===== src/rtl/led_status_pkg.sv =====
// Shared encodings and helpers for the LED status driver: mode codes,
// controller state codes and the millisecond-to-cycle conversion.
package led_status_pkg;

  localparam logic [1:0] MODE_RUN       = 2'd0;
  localparam logic [1:0] MODE_PAUSE     = 2'd1;
  localparam logic [1:0] MODE_COUNTDOWN = 2'd2;
  localparam logic [1:0] MODE_CHASE     = 2'd3;

  typedef logic [2:0] state_t;
  localparam state_t S_BLINK  = 3'd0;
  localparam state_t S_BAR    = 3'd1;
  localparam state_t S_ALARM  = 3'd2;
  localparam state_t S_SILENT = 3'd3;
  localparam state_t S_CHASE  = 3'd4;

  // A period that rounds to zero cycles would never tick, so clamp it to one.
  function automatic int unsigned ms_to_cycles(input int unsigned clk_hz, input int unsigned ms);
    int unsigned cyc;
    cyc = (clk_hz / 1000) * ms;
    return (cyc == 0) ? 1 : cyc;
  endfunction

endpackage


===== src/rtl/led_status_if.sv =====
// Bundle between the timer control FSM (master) and the LED status driver (slave).
interface led_status_if #(
  parameter int unsigned LED_W    = 8,
  parameter int unsigned PWM_BITS = 4
);
  localparam int unsigned BAR_W = $clog2(LED_W + 1);

  logic [1:0]          mode;
  logic                cd_done;
  logic [BAR_W-1:0]    cd_bar;
  logic                alarm_ack;
  logic [PWM_BITS-1:0] brightness;
  logic [LED_W-1:0]    led;
  logic                alarm_active;

  modport master (
    output mode, cd_done, cd_bar, alarm_ack, brightness,
    input  led, alarm_active
  );

  modport slave (
    input  mode, cd_done, cd_bar, alarm_ack, brightness,
    output led, alarm_active
  );

endinterface


===== src/rtl/led_status_ctrl_pwm_gate.sv =====
// Global brightness PWM: free-running counter, duty compare and the
// registered LED output stage.
module led_pwm_gate #(
  parameter int unsigned LED_W    = 8,
  parameter int unsigned PWM_BITS = 4
) (
  input  logic                clk,
  input  logic                rst,
  input  logic [LED_W-1:0]    i_pattern,
  input  logic [PWM_BITS-1:0] i_brightness,
  output logic [LED_W-1:0]    o_led
);

  logic [PWM_BITS-1:0] r_pwm_cnt;
  logic [LED_W-1:0]    r_led;
  logic                w_en;

  // All-ones means fully on; a plain compare would leave one dark slot per period.
  assign w_en = (&i_brightness) || (r_pwm_cnt < i_brightness);

  always_ff @(posedge clk or negedge rst) begin
    if (!rst) begin
      r_pwm_cnt <= '0;
      r_led     <= '0;
    end else begin
      r_pwm_cnt <= r_pwm_cnt + 1'b1;
      r_led     <= i_pattern & {LED_W{w_en}};
    end
  end

  assign o_led = r_led;

endmodule


===== src/rtl/led_status_ctrl.sv =====
// LED status driver: maps timer mode and countdown status to blink, bar graph,
// bounded alarm flash and chaser patterns, then applies global PWM brightness.
module led_status_ctrl
  import led_status_pkg::*;
#(
  parameter int unsigned LED_W         = 8,
  parameter int unsigned CLK_HZ        = 100_000_000,
  parameter int unsigned RUN_MS        = 1000,
  parameter int unsigned PAUSE_MS      = 333,
  parameter int unsigned ALARM_MS      = 100,
  parameter int unsigned CHASE_MS      = 125,
  parameter int unsigned ALARM_TOGGLES = 50,
  parameter int unsigned PWM_BITS      = 4,
  parameter logic [7:0]  IDLE_PATTERN  = 8'h55
) (
  input  logic         clk,
  input  logic         rst,
  led_status_if.slave  io_status
);

  localparam int unsigned CYC_RUN   = ms_to_cycles(CLK_HZ, RUN_MS);
  localparam int unsigned CYC_PAUSE = ms_to_cycles(CLK_HZ, PAUSE_MS);
  localparam int unsigned CYC_ALARM = ms_to_cycles(CLK_HZ, ALARM_MS);
  localparam int unsigned CYC_CHASE = ms_to_cycles(CLK_HZ, CHASE_MS);
  localparam int unsigned CYC_M01   = (CYC_RUN > CYC_PAUSE) ? CYC_RUN : CYC_PAUSE;
  localparam int unsigned CYC_M23   = (CYC_ALARM > CYC_CHASE) ? CYC_ALARM : CYC_CHASE;
  localparam int unsigned CYC_MAX   = (CYC_M01 > CYC_M23) ? CYC_M01 : CYC_M23;
  localparam int unsigned TMR_W     = (CYC_MAX > 1) ? $clog2(CYC_MAX) : 1;
  localparam int unsigned BAR_W     = $clog2(LED_W + 1);
  localparam logic [LED_W-1:0] IDLE_FULL = LED_W'({4{IDLE_PATTERN}});

  state_t           r_state, w_state_next;
  logic [1:0]       r_mode;
  logic [LED_W-1:0] r_pattern, w_pattern_next, w_bar;
  logic [TMR_W-1:0] r_timer, w_timer_next, w_cyc_m1;
  logic [7:0]       r_count, w_count_next;
  logic             r_alarm_active;
  logic             w_entry, w_timed, w_tick;

  // Bar graph: LED gi lit when cd_bar exceeds gi, which also clamps cd_bar > LED_W.
  for (genvar gi = 0; gi < LED_W; gi++) begin : g_bar
    assign w_bar[gi] = (BAR_W'(gi) < io_status.cd_bar);
  end

  always_comb begin
    w_state_next = r_state;
    case (io_status.mode)
      MODE_RUN, MODE_PAUSE: w_state_next = S_BLINK;
      MODE_CHASE:           w_state_next = S_CHASE;
      default: begin
        if (!io_status.cd_done)
          w_state_next = S_BAR;
        else if (r_state == S_ALARM)
          w_state_next = (io_status.alarm_ack || r_count == 8'(ALARM_TOGGLES)) ? S_SILENT : S_ALARM;
        else if (r_state == S_SILENT)
          w_state_next = S_SILENT;
        else
          w_state_next = S_ALARM;
      end
    endcase
  end

  always_comb begin
    w_timed  = 1'b1;
    w_cyc_m1 = TMR_W'(CYC_RUN - 1);
    case (r_state)
      S_BLINK: w_cyc_m1 = (r_mode == MODE_PAUSE) ? TMR_W'(CYC_PAUSE - 1) : TMR_W'(CYC_RUN - 1);
      S_ALARM: w_cyc_m1 = TMR_W'(CYC_ALARM - 1);
      S_CHASE: w_cyc_m1 = TMR_W'(CYC_CHASE - 1);
      default: w_timed  = 1'b0;
    endcase
  end

  assign w_tick  = w_timed && (r_timer == w_cyc_m1);
  // A RUN/PAUSE swap stays in S_BLINK but still counts as a fresh entry.
  assign w_entry = (w_state_next != r_state) || (io_status.mode != r_mode);

  always_comb begin
    w_pattern_next = r_pattern;
    w_timer_next   = '0;
    w_count_next   = r_count;
    if (w_entry) begin
      case (w_state_next)
        S_BLINK:  w_pattern_next = IDLE_FULL;
        S_BAR:    w_pattern_next = w_bar;
        S_ALARM:  begin
          w_pattern_next = '1;
          w_count_next   = '0;
        end
        S_SILENT: w_pattern_next = '0;
        default:  w_pattern_next = LED_W'(1);
      endcase
    end else begin
      if (w_timed && !w_tick)
        w_timer_next = r_timer + 1'b1;
      case (r_state)
        S_BLINK: if (w_tick) w_pattern_next = ~r_pattern;
        S_BAR:   w_pattern_next = w_bar;
        S_ALARM: if (w_tick) begin
          w_pattern_next = ~r_pattern;
          w_count_next   = r_count + 8'd1;
        end
        S_CHASE: if (w_tick) w_pattern_next = {r_pattern[LED_W-2:0], r_pattern[LED_W-1]};
        default: ;
      endcase
    end
  end

  always_ff @(posedge clk or negedge rst) begin
    if (!rst) begin
      r_state        <= S_BLINK;
      r_mode         <= MODE_RUN;
      r_pattern      <= IDLE_FULL;
      r_timer        <= '0;
      r_count        <= '0;
      r_alarm_active <= 1'b0;
    end else begin
      r_state        <= w_state_next;
      r_mode         <= io_status.mode;
      r_pattern      <= w_pattern_next;
      r_timer        <= w_timer_next;
      r_count        <= w_count_next;
      r_alarm_active <= (w_state_next == S_ALARM);
    end
  end

  assign io_status.alarm_active = r_alarm_active;

  led_pwm_gate #(
    .LED_W    (LED_W),
    .PWM_BITS (PWM_BITS)
  ) u_pwm_gate (
    .clk          (clk),
    .rst          (rst),
    .i_pattern    (r_pattern),
    .i_brightness (io_status.brightness),
    .o_led        (io_status.led)
  );

endmodule


===== src/flat_wrapper.sv =====
// flat-port wrapper written by rule: the top's interface ports become plain ports
module led_status_ctrl_flat import led_status_pkg::*;
#(
  parameter int unsigned LED_W         = 8,
  parameter int unsigned CLK_HZ        = 100_000_000,
  parameter int unsigned RUN_MS        = 1000,
  parameter int unsigned PAUSE_MS      = 333,
  parameter int unsigned ALARM_MS      = 100,
  parameter int unsigned CHASE_MS      = 125,
  parameter int unsigned ALARM_TOGGLES = 50,
  parameter int unsigned PWM_BITS      = 4,
  parameter logic [7:0]  IDLE_PATTERN  = 8'h55
)
  (clk, rst, io_status_mode, io_status_cd_done, io_status_cd_bar, io_status_alarm_ack, io_status_brightness, io_status_led, io_status_alarm_active);
  led_status_if #(.LED_W(LED_W), .PWM_BITS(PWM_BITS)) io_status_i ();
  input  logic clk;
  input  logic rst;
  input wire logic [$bits(io_status_i.mode)-1:0] io_status_mode;
  input wire logic [$bits(io_status_i.cd_done)-1:0] io_status_cd_done;
  input wire logic [$bits(io_status_i.cd_bar)-1:0] io_status_cd_bar;
  input wire logic [$bits(io_status_i.alarm_ack)-1:0] io_status_alarm_ack;
  input wire logic [$bits(io_status_i.brightness)-1:0] io_status_brightness;
  output wire logic [$bits(io_status_i.led)-1:0] io_status_led;
  output wire logic [$bits(io_status_i.alarm_active)-1:0] io_status_alarm_active;
  assign io_status_i.mode = io_status_mode;
  assign io_status_i.cd_done = io_status_cd_done;
  assign io_status_i.cd_bar = io_status_cd_bar;
  assign io_status_i.alarm_ack = io_status_alarm_ack;
  assign io_status_i.brightness = io_status_brightness;
  assign io_status_led = io_status_i.led;
  assign io_status_alarm_active = io_status_i.alarm_active;
  led_status_ctrl #(.LED_W(LED_W), .CLK_HZ(CLK_HZ), .RUN_MS(RUN_MS), .PAUSE_MS(PAUSE_MS), .ALARM_MS(ALARM_MS), .CHASE_MS(CHASE_MS), .ALARM_TOGGLES(ALARM_TOGGLES), .PWM_BITS(PWM_BITS), .IDLE_PATTERN(IDLE_PATTERN)) u_core (.clk(clk), .rst(rst), .io_status(io_status_i));
endmodule

===== config.mk =====
export PLATFORM = sky130hd
export DESIGN_NAME = led_status_ctrl_flat
export DESIGN_NICKNAME = d
export VERILOG_FILES = /design/src/rtl/led_status_pkg.sv /design/src/rtl/led_status_if.sv /design/src/rtl/led_status_ctrl_pwm_gate.sv /design/src/rtl/led_status_ctrl.sv /design/src/flat_wrapper.sv
export SDC_FILE = /design/constraint.sdc
export NUM_CORES = 1
export LEC_CHECK = 0
export CORE_MARGIN = 10
export CORE_UTILIZATION = 45
export DETAILED_ROUTE_END_ITERATION = 12
export PLACE_DENSITY = 0.72
export SLEW_MARGIN = 20
export SYNTH_ARGS = -nofsm -noshare
export SYNTH_HDL_FRONTEND = slang
export SYNTH_SLANG_ARGS = --single-unit

===== constraint.sdc =====
create_clock -name clk -period 3.1 [get_ports clk]
set_input_delay 0.775 -clock clk [delete_from_list [all_inputs] [get_ports clk]]
set_output_delay 0.775 -clock clk [all_outputs]
set_load 0.05 [all_outputs]

==> results of run 1 <==
flip-flops by register name, indices dropped and copies added, names as in the netlist:
signal / cells
u_core.r_timer: 27
u_core.r_count: 8
u_core.r_pattern: 8
u_core.u_pwm_gate.o_led: 8
u_core.u_pwm_gate.r_pwm_cnt: 4
u_core.r_state: 3
u_core.r_mode: 2
u_core.io_status.alarm_active: 1
per-stage QoR:
step / std cells / setup TNS, ns / power [mW] / area [sq um] / worst slack (ns)
3_3_place_gp: 510 / 0 / 1.183 / 4000 / 0.02394
6_report: 526 / 0 / 1.882 / 4195 / 0.2933
3_5_place_dp: 510 / -0.1863 / 1.191 / 4000 / -0.08246
4_1_cts: 526 / 0 / 1.893 / 4195 / 0.2764
2_1_floorplan: 389 / 0 / 1.072 / 3643 / 0.5248
5_1_grt: 526 / 0 / 1.962 / 4195 / 0.08519
cell families after synthesis:
| family | share of synthesized area |
|---|---|
| flip-flops | 0.4203 |
| adder cells (fa/ha/maj) | 0.02404 |
| buffers and inverters | 0.04293 |
| XOR/XNOR | 0.06971 |
| multiplexers | 0.03572 |
| AO/OA/AOI/OAI | 0.1614 |
| AND/OR/NAND/NOR | 0.2459 |
worst max path at each step:
| stage | end | from | cells after the start | slack (ns) |
|---|---|---|---|---|
| after floorplan | u_core.r_pattern[1] | io_status_cd_done | 8 | 0.52 |
| after global placement | u_core.r_count[6] | io_status_mode[1] | 8 | 0.02 |
| after detailed placement | u_core.r_count[6] | io_status_mode[1] | 8 | -0.08 |
| after CTS | u_core.r_count[6] | io_status_mode[1] | 8 | 0.28 |
| after global routing | u_core.r_count[6] | io_status_mode[1] | 8 | 0.09 |
| final | u_core.r_count[6] | io_status_mode[1] | 8 | 0.29 |
worst max-delay path, stage by stage:
cell and delay (ns):
clkdlybuf4s50_1 0.56, nor2b_1 0.18, a21bo_2 0.26, o311a_1 0.35
buf_4 0.22, nor2_1 0.45, a22oi_1 0.16, o21ai_0 0.10
cells in the mapped netlist (10+ instances only):
cell / count / area, sq um
nand3_1: 15 / 75.07
o21ai_0: 14 / 70.07
inv_1: 10 / 37.54
a21oi_1: 20 / 100.1
xor2_1: 19 / 166.4
and3_1: 10 / 62.56
nand2_1: 37 / 138.9
nor2b_1: 10 / 62.56
dfrtp_1: 57 / 1426
xnor2_1: 10 / 87.58
nor2_1: 46 / 172.7
power breakdown:
part	switching, mW	internal, mW
clock	0.311	0.396
combinational	0.179	0.127
sequential	0.0293	0.839
layer usage:
metal  up-vias  GRT usage
met5         -          0
met4         0    0.07063
met3        10    0.03018
met2        60     0.2121
met1      1405     0.1787
li1       1449          -
cell type report:
cell class / instances / area [sq um]
Timing Repair Buffer: 38 / 347.8
Clock inverter: 3 / 46.29
Tap cell: 102 / 127.6
Clock buffer: 13 / 148.9
Sequential cell: 61 / 1531
Multi-Input combinational cell: 299 / 1956
Fill cell: 702 / 3612
Inverter: 10 / 37.54
==> results.json, run 1 <==
{
  "status": "completed",
  "cts_tree": "yes",
  "io_pins": 23,
  "rsz0062_at_grt": "false",
  "cts_buffers": 9,
  "fin_skew_ns": 0.01043,
  "hold_viol_final": 0,
  "synth_area_sq_um": 3643,
  "p_leak_nw": 1.808,
  "worst_ep_arrival_time_ns": 3.06,
  "nets": 440,
  "met1_length_um": 3628,
  "async_reset_ff_frac": 1.000,
  "holdWs_ns": 0.2833,
  "cts_max_level": 3,
  "area_growth_pct": 15.14,
  "synth_warnings": 0,
  "cts.root.buffer_cell": "clkbuf_8",
  "grt_pass1_wl_um": 13370,
  "vias": 2924,
  "r2r_end": "u_core.r_count[2]",
  "antenna_left": 0,
  "critPathMaxFanout": 23,
  "worstSetupStartpointType": "primary input",
  "ctsResizeCount": 0,
  "relSlewSlack": 0.5266,
  "period_needed_ns": 2.807,
  "ys_seq_area_frac": 0.4203,
  "grt_pass1_vias": 2752,
  "r2r_cells": 8,
  "track_usage": 0.1379,
  "firstDrtPassIters": 4,
  "path_class": "primary input to flip-flop",
  "clockBufferDepth": 2,
  "drive_above_1_share": 0.1344,
  "antenna_found_initial": 0,
  "maxUsedRoutingLayer": "met4",
  "grt_max_degree": 31,
  "cap_violations": 0,
  "syn-num-nets": 410,
  "clock.fmax_ghz": 0.3563,
  "vias_per_cell": 5.559,
  "period_share": 0.9054,
  "powerDensity_nw_per_um2": 448.5,
  "hold_path_class": "primary input to async pin",
  "finalSetupViolCount": 0,
  "syn_area_per_cell_sq_um": 9.366,
  "dieWidth_um": 110.0,
  "gp_congestion": 0.8728,
  "start_util": 0.4667,
  "cts_setup_buffers": 0,
  "drt_iter0_drc": 132,
  "num_antenna_cells": 0,
  "drc_errors": 0,
  "die-height_um": 110.0,
  "peakVddDrop_mv": 0.1741,
  "wl_per_cell_um": 14.85,
  "worst_pin_slew_ns": 0.7008,
  "layout_commonest_cell": "dfrtp_1",
  "io_buffer_count": 22,
  "synth_cell_type_count": 63,
  "clock_latency_ns": 0.34,
  "fin_util": 0.5373,
  "die_area_sq_um": 12100,
  "ys_seq_elements": 61,
  "rrSetupSlack_ns": 0.34,
  "drv_slew": 0,
  "layout_common_cells": "dfrtp_1, nor2_1, nand2_1",
  "clock-sinks": 61,
  "postRouteWirelength_um": 7809,
  "core_sq_um": 7807,
  "synth-edff-count": 0,
  "clkTransAtPathRegs_ns": 0.07,
  "reg2reg_from": "u_core.r_state[1]",
  "grt_overflow": 0,
  "endpoint_kind": "flip-flop",
  "rows": 32,
  "syn_inst": 389,
  "dp_hpwl_um": 5613,
  "wl_met3_um": 423,
  "worstPathRequired_ns": 3.36,
  "route.met2.wl_um": 3624,
  "synth_ff_type": "dfrtp_1",
  "holdBufCountCts": 0
}
No activity file was read; power rests on OpenSTA's default activity.
==> run 2, diff against run 1 <==
==> constraint.sdc (replaced) <==
create_clock -name clk -period 3.1 [get_ports clk]
set_input_delay 0.62 -clock clk [delete_from_list [all_inputs] [get_ports clk]]
set_output_delay 0.62 -clock clk [all_outputs]
set_load 0.05 [all_outputs]
==> results.json, run 2 (synthesized netlist as in run 1, its figures left out) <==
{
  "grt_pass1_vias": 2915,
  "r2r_cells": 6,
  "cts.root.buffer_cell": "clkbuf_8",
  "start_util": 0.4667,
  "hold_path_class": "primary input to async pin",
  "max_stage_delay_ns": 0.74,
  "dieWidth_um": 110.0,
  "clock_latency_ns": 0.35,
  "holdBufCountCts": 0,
  "clock.fmax_ghz": 0.3519,
  "vias": 3012,
  "cp_top_family": "simple AND/OR/NAND/NOR gates",
  "period_needed_ns": 2.842,
  "p_leak_nw": 1.792,
  "rrSetupSlack_ns": 0.26,
  "cts_setup_buffers": 0,
  "grt_pass1_wl_um": 13920,
  "vias_per_cell": 5.781,
  "ctsResizeCount": 0,
  "critPathMaxFanout": 19,
  "worst_ep_arrival_time_ns": 3.07,
  "finalSetupTns_ns": 0,
  "layout_commonest_cell": "dfrtp_1",
  "cap_violations": 0,
  "fin_skew_ns": 0.009338,
  "rsz0062_at_grt": "false",
  "rows": 32,
  "drive_above_1_share": 0.1289,
  "peakVddDrop_mv": 0.1756,
  "p_total_mw": 1.923,
  "clock-sinks": 61,
  "finalSetupViolCount": 0,
  "worst_pin_slew_ns": 0.6266,
  "regMostFlops": "u_core.r_timer",
  "cts_tree": "yes",
  "r2r_end": "u_core.r_count[2]",
  "antenna_found_initial": 0,
  "num_antenna_cells": 0,
  "dp_hpwl_um": 5637,
  "dp_slack_ns": -0.1001,
  "reg2reg_from": "u_core.r_state[2]",
  "crit_chain": "o21ai_2, or4b_4, a2111oi_4, and3_1, a21oi_1, a211o_1",
  "core_sq_um": 7807,
  "wl_per_cell_um": 15.50,
  "hold_viol_final": 0,
  "drt_iter0_drc": 138,
  "area_growth_pct": 14.25,
  "holdWs_ns": 0.1425,
  "clkTransAtPathRegs_ns": 0.07,
  "largest_reg_flops": 27,
  "crit_buf_inv": 0,
  "clockBufferDepth": 2,
  "grt_max_degree": 31,
  "die-height_um": 110.0,
  "endpoint_kind": "flip-flop",
  "status": "completed",
  "fin_ws_ns": 0.2579,
  "io_pins": 23,
  "postRouteWirelength_um": 8073,
  "worst_path_max_delay_cell": "dfrtp_1",
  "drc_errors": 0,
  "nets": 435,
  "relSlewSlack": 0.5823,
  "io_buffer_count": 22,
  "worstPathRequired_ns": 3.33,
  "worstSetupStartpointType": "flip-flop",
  "powerDensity_nw_per_um2": 462.0,
  "grt_overflow": 0,
  "period_share": 0.9168,
  "antenna_left": 0,
  "cts_max_level": 3,
  "track_usage": 0.1435,
  "die_area_sq_um": 12100,
  "drv_slew": 0,
  "gp_congestion": 0.8725,
  "firstDrtPassIters": 4,
  "cts_buffers": 9,
  "nFillCells": 712,
  "path_class": "flip-flop to flip-flop",
  "layout_common_cells": "dfrtp_1, nor2_1, nand2_1"
}
run 2: cell types whose count changed in the layout (fill, tap and decap cells not counted):
cell        previous run  this run
clkinv_2               0         1
clkbuf_8              10        12
clkbuf_1               3         1
clkinvlp_4             1         0
buf_4                 15        11
buf_12                 1         0
run 2: layer usage:
metal	vias up	part of all wire	routed length, um	track usage
li1	1439	-	-	-
met5	-	0	0	0
met2	94	0.47	3791	0.2244
met1	1463	0.44	3533	0.1815
met3	16	0.068	545	0.02844
met4	0	0.025	202	0.08178
run 2: how the worst max path moves through the flow:
stage / start / end / slack [ns] / cells past startpoint
floorplan: io_status_cd_done / u_core.r_pattern[1] / 0.68 / 8
global placement: io_status_mode[1] / u_core.r_count[6] / 0.05 / 8
detailed placement: io_status_mode[1] / u_core.r_count[6] / -0.10 / 8
CTS: io_status_mode[1] / u_core.r_count[6] / 0.28 / 8
global route: u_core.r_state[2] / u_core.r_count[2] / 0.09 / 6
finish: u_core.r_state[2] / u_core.r_count[2] / 0.26 / 6
run 2: final cells by class:
class | instances | area, sq um | share of cell area
repair buffers | 33 | 297.8 | 0.07154
clock buffers | 13 | 168.9 | 0.04058
flip-flops and latches | 61 | 1531 | 0.3679
well taps | 102 | 127.6 | 0.03066
multi-input cells | 299 | 1956 | 0.4698
inverters | 10 | 37.54 | 0.009017
clock inverters | 3 | 43.79 | 0.01052
run 2: through the flow:
| stage | instance area, sq um | std cells | util |
|---|---|---|---|
| 6_report | 4163 | 521 | 0.5332 |
| 5_1_grt | 4163 | 521 | 0.5332 |
| 4_1_cts | 4163 | 521 | 0.5332 |
| 3_5_place_dp | 3950 | 505 | 0.5059 |
| 3_3_place_gp | 3950 | 505 | 0.5059 |
| 2_1_floorplan | 3643 | 389 | - |
run 2: worst reg2reg max path: cells and delay by family, from the launching register on:
family	cells	cell delay, ns
compound gates	4	0.93
flops	1	0.74
simple gates	2	1.06
run 2: where the power goes:
group / internal (mW) / switching, mW / total (mW)
Sequential: 0.839 / 0.0329 / 0.872
Clock: 0.437 / 0.315 / 0.753
Combinational: 0.120 / 0.178 / 0.298
==> run 3, diff against run 2 <==
--- a/config.mk
+++ b/config.mk
@@ -5,10 +5,13 @@
 export SDC_FILE = /design/constraint.sdc
 export NUM_CORES = 1
 export LEC_CHECK = 0
+export CELL_PAD_IN_SITES_DETAIL_PLACEMENT = 1
+export CELL_PAD_IN_SITES_GLOBAL_PLACEMENT = 1
 export CORE_MARGIN = 10
 export CORE_UTILIZATION = 45
 export DETAILED_ROUTE_END_ITERATION = 12
-export PLACE_DENSITY = 0.72
+export PLACE_DENSITY = 0.87
+export REMOVE_ABC_BUFFERS = 1
 export SLEW_MARGIN = 20
 export SYNTH_ARGS = -nofsm -noshare
 export SYNTH_HDL_FRONTEND = slang
==> results.json, run 3 (synthesized netlist as in run 1, its figures left out) <==
{
  "grt_pass1_wl_um": 15920,
  "switching_power_mw": 0.5420,
  "holdBufCountCts": 0,
  "cts_max_level": 3,
  "finalSetupViolCount": 0,
  "layout_commonest_cell": "dfrtp_1",
  "nets": 437,
  "dieWidth_um": 110.0,
  "worstSetupStartpointType": "primary input",
  "drv_slew": 0,
  "core_sq_um": 7807,
  "die_area_sq_um": 12100,
  "internal-power_mw": 1.433,
  "finalSetupTns_ns": 0,
  "drive_above_1_share": 0.1378,
  "ctsResizeCount": 0,
  "drt_iter0_drc": 125,
  "worst_ep_arrival_time_ns": 3.01,
  "vias": 3050,
  "p_leak_nw": 1.806,
  "combinationalPowerShare": 0.156,
  "status": "completed",
  "postLayoutCellArea_sq_um": 4192,
  "pwr-share-clk": 0.403,
  "io_pins": 23,
  "largest_reg_flops": 27,
  "worstPathRequired_ns": 3.31,
  "path_class": "primary input to flip-flop",
  "nFillCells": 910,
  "rows": 32,
  "powerDensity_nw_per_um2": 471.3,
  "clkTransAtPathRegs_ns": 0.07,
  "pwr-share-seq": 0.441,
  "clock_latency_ns": 0.35,
  "layout_common_cells": "dfrtp_1, nor2_1, nand2_1",
  "max_stage_delay_ns": 0.54,
  "place_area_sq_um": 3965,
  "relSlewSlack": 0.4739,
  "antenna_left": 0,
  "clock-sinks": 61,
  "area_growth_pct": 15.04,
  "num_antenna_cells": 0,
  "start_util": 0.4667,
  "track_usage": 0.1635,
  "drc_errors": 0,
  "cp_top_family": "compound AO/OA/AOI/OAI gates",
  "clockBufferDepth": 2,
  "regMostFlops": "u_core.r_timer",
  "cts.root.buffer_cell": "clkbuf_8",
  "peakVddDrop_mv": 0.4153,
  "grt_overflow": 0,
  "die-height_um": 110.0,
  "dp_hpwl_um": 6745,
  "hold_path_class": "primary input to async pin",
  "cts_tree": "yes",
  "antenna_found_initial": 0,
  "worst_pin_slew_ns": 0.7891,
  "endpoint_kind": "flip-flop",
  "worst_path_max_delay_cell": "clkdlybuf4s50_1",
  "cts_buffers": 9,
  "crit_buf_inv": 2,
  "critPathMaxFanout": 30,
  "rsz0062_at_grt": "false",
  "vias_per_cell": 5.832,
  "io_buffer_count": 22,
  "wl_per_cell_um": 17.95,
  "switching_share": 0.2744,
  "period_needed_ns": 2.799,
  "cap_violations": 0,
  "firstDrtPassIters": 4,
  "final_cells": 523,
  "hold_viol_final": 0,
  "post-place-cells": 507,
  "clock.fmax_ghz": 0.3572,
  "cts_setup_buffers": 0,
  "period_share": 0.9030,
  "fin_skew_ns": 0.008115,
  "grt_pass1_vias": 3191,
  "gp_congestion": 0.8507,
  "crit_chain": "clkdlybuf4s50_1, or3_1, nand2_1, a32o_1, o311a_1, buf_4, nor2_2, a22oi_1, o21ai_0",
  "grt_max_degree": 62,
  "postRouteWirelength_um": 9390
}
[run 3: through the flow]
step           setup slack, ns  hold WS, ns  power (mW)  utilization
6_report                0.3008       0.4216       1.975       0.5369
5_1_grt                 0.1528       0.4959       2.065       0.5369
4_1_cts                 0.1867       0.4660       1.998       0.5365
3_5_place_dp           -0.1131       0.4913       1.195       0.5079
3_3_place_gp           0.04123       0.4592       1.180       0.5079
2_1_floorplan           0.1713       0.3244       1.063            -
[run 3: layer usage]
layer  vias to the layer above  part of all wire  track usage
li1                       1441                 -            -
met1                      1542              0.44       0.2017
met2                        56              0.51       0.2790
met3                        11             0.039      0.03714
met4                         0             0.013      0.04740
met5                         -                 0            0
[run 3: layout make-up]
class,count,area [sq um],area share
Clock inverter,6,86.33,0.02060
Sequential cell,61,1531,0.3654
Clock buffer,10,137.6,0.03284
Tap cell,102,127.6,0.03045
Timing Repair Buffer,35,312.8,0.07463
Multi-Input combinational cell,299,1958,0.4672
Inverter,10,37.54,0.008955
[run 3: worst paths after layout]
check / start / end / slack [ns] / cells past startpoint
worst max register to register: u_core.r_state[1] / u_core.r_pattern[5] / 0.34 / 8
worst min-delay path: rst / u_core.r_count[4] / 0.42 / 2
max in group asynchronous: rst / u_core.r_timer[25] / 2.14 / 2
worst min register to register: u_core.r_timer[0] / u_core.r_timer[0] / 0.50 / 1
min in group clk: u_core.r_timer[0] / u_core.r_timer[0] / 0.50 / 1
worst max-delay path: io_status_mode[1] / u_core.r_count[6] / 0.30 / 9
[run 3: power groups by stage]
| stage | registers, mW | logic (mW) | clock network [mW] |
|---|---|---|---|
| detailed placement | 0.886 | 0.309 | 0 |
| floorplan | 0.934 | 0.129 | 0 |
| global placement | 0.883 | 0.296 | 0 |
| finish | 0.871 | 0.308 | 0.797 |
| CTS | 0.871 | 0.311 | 0.816 |
| global route | 0.876 | 0.336 | 0.854 |
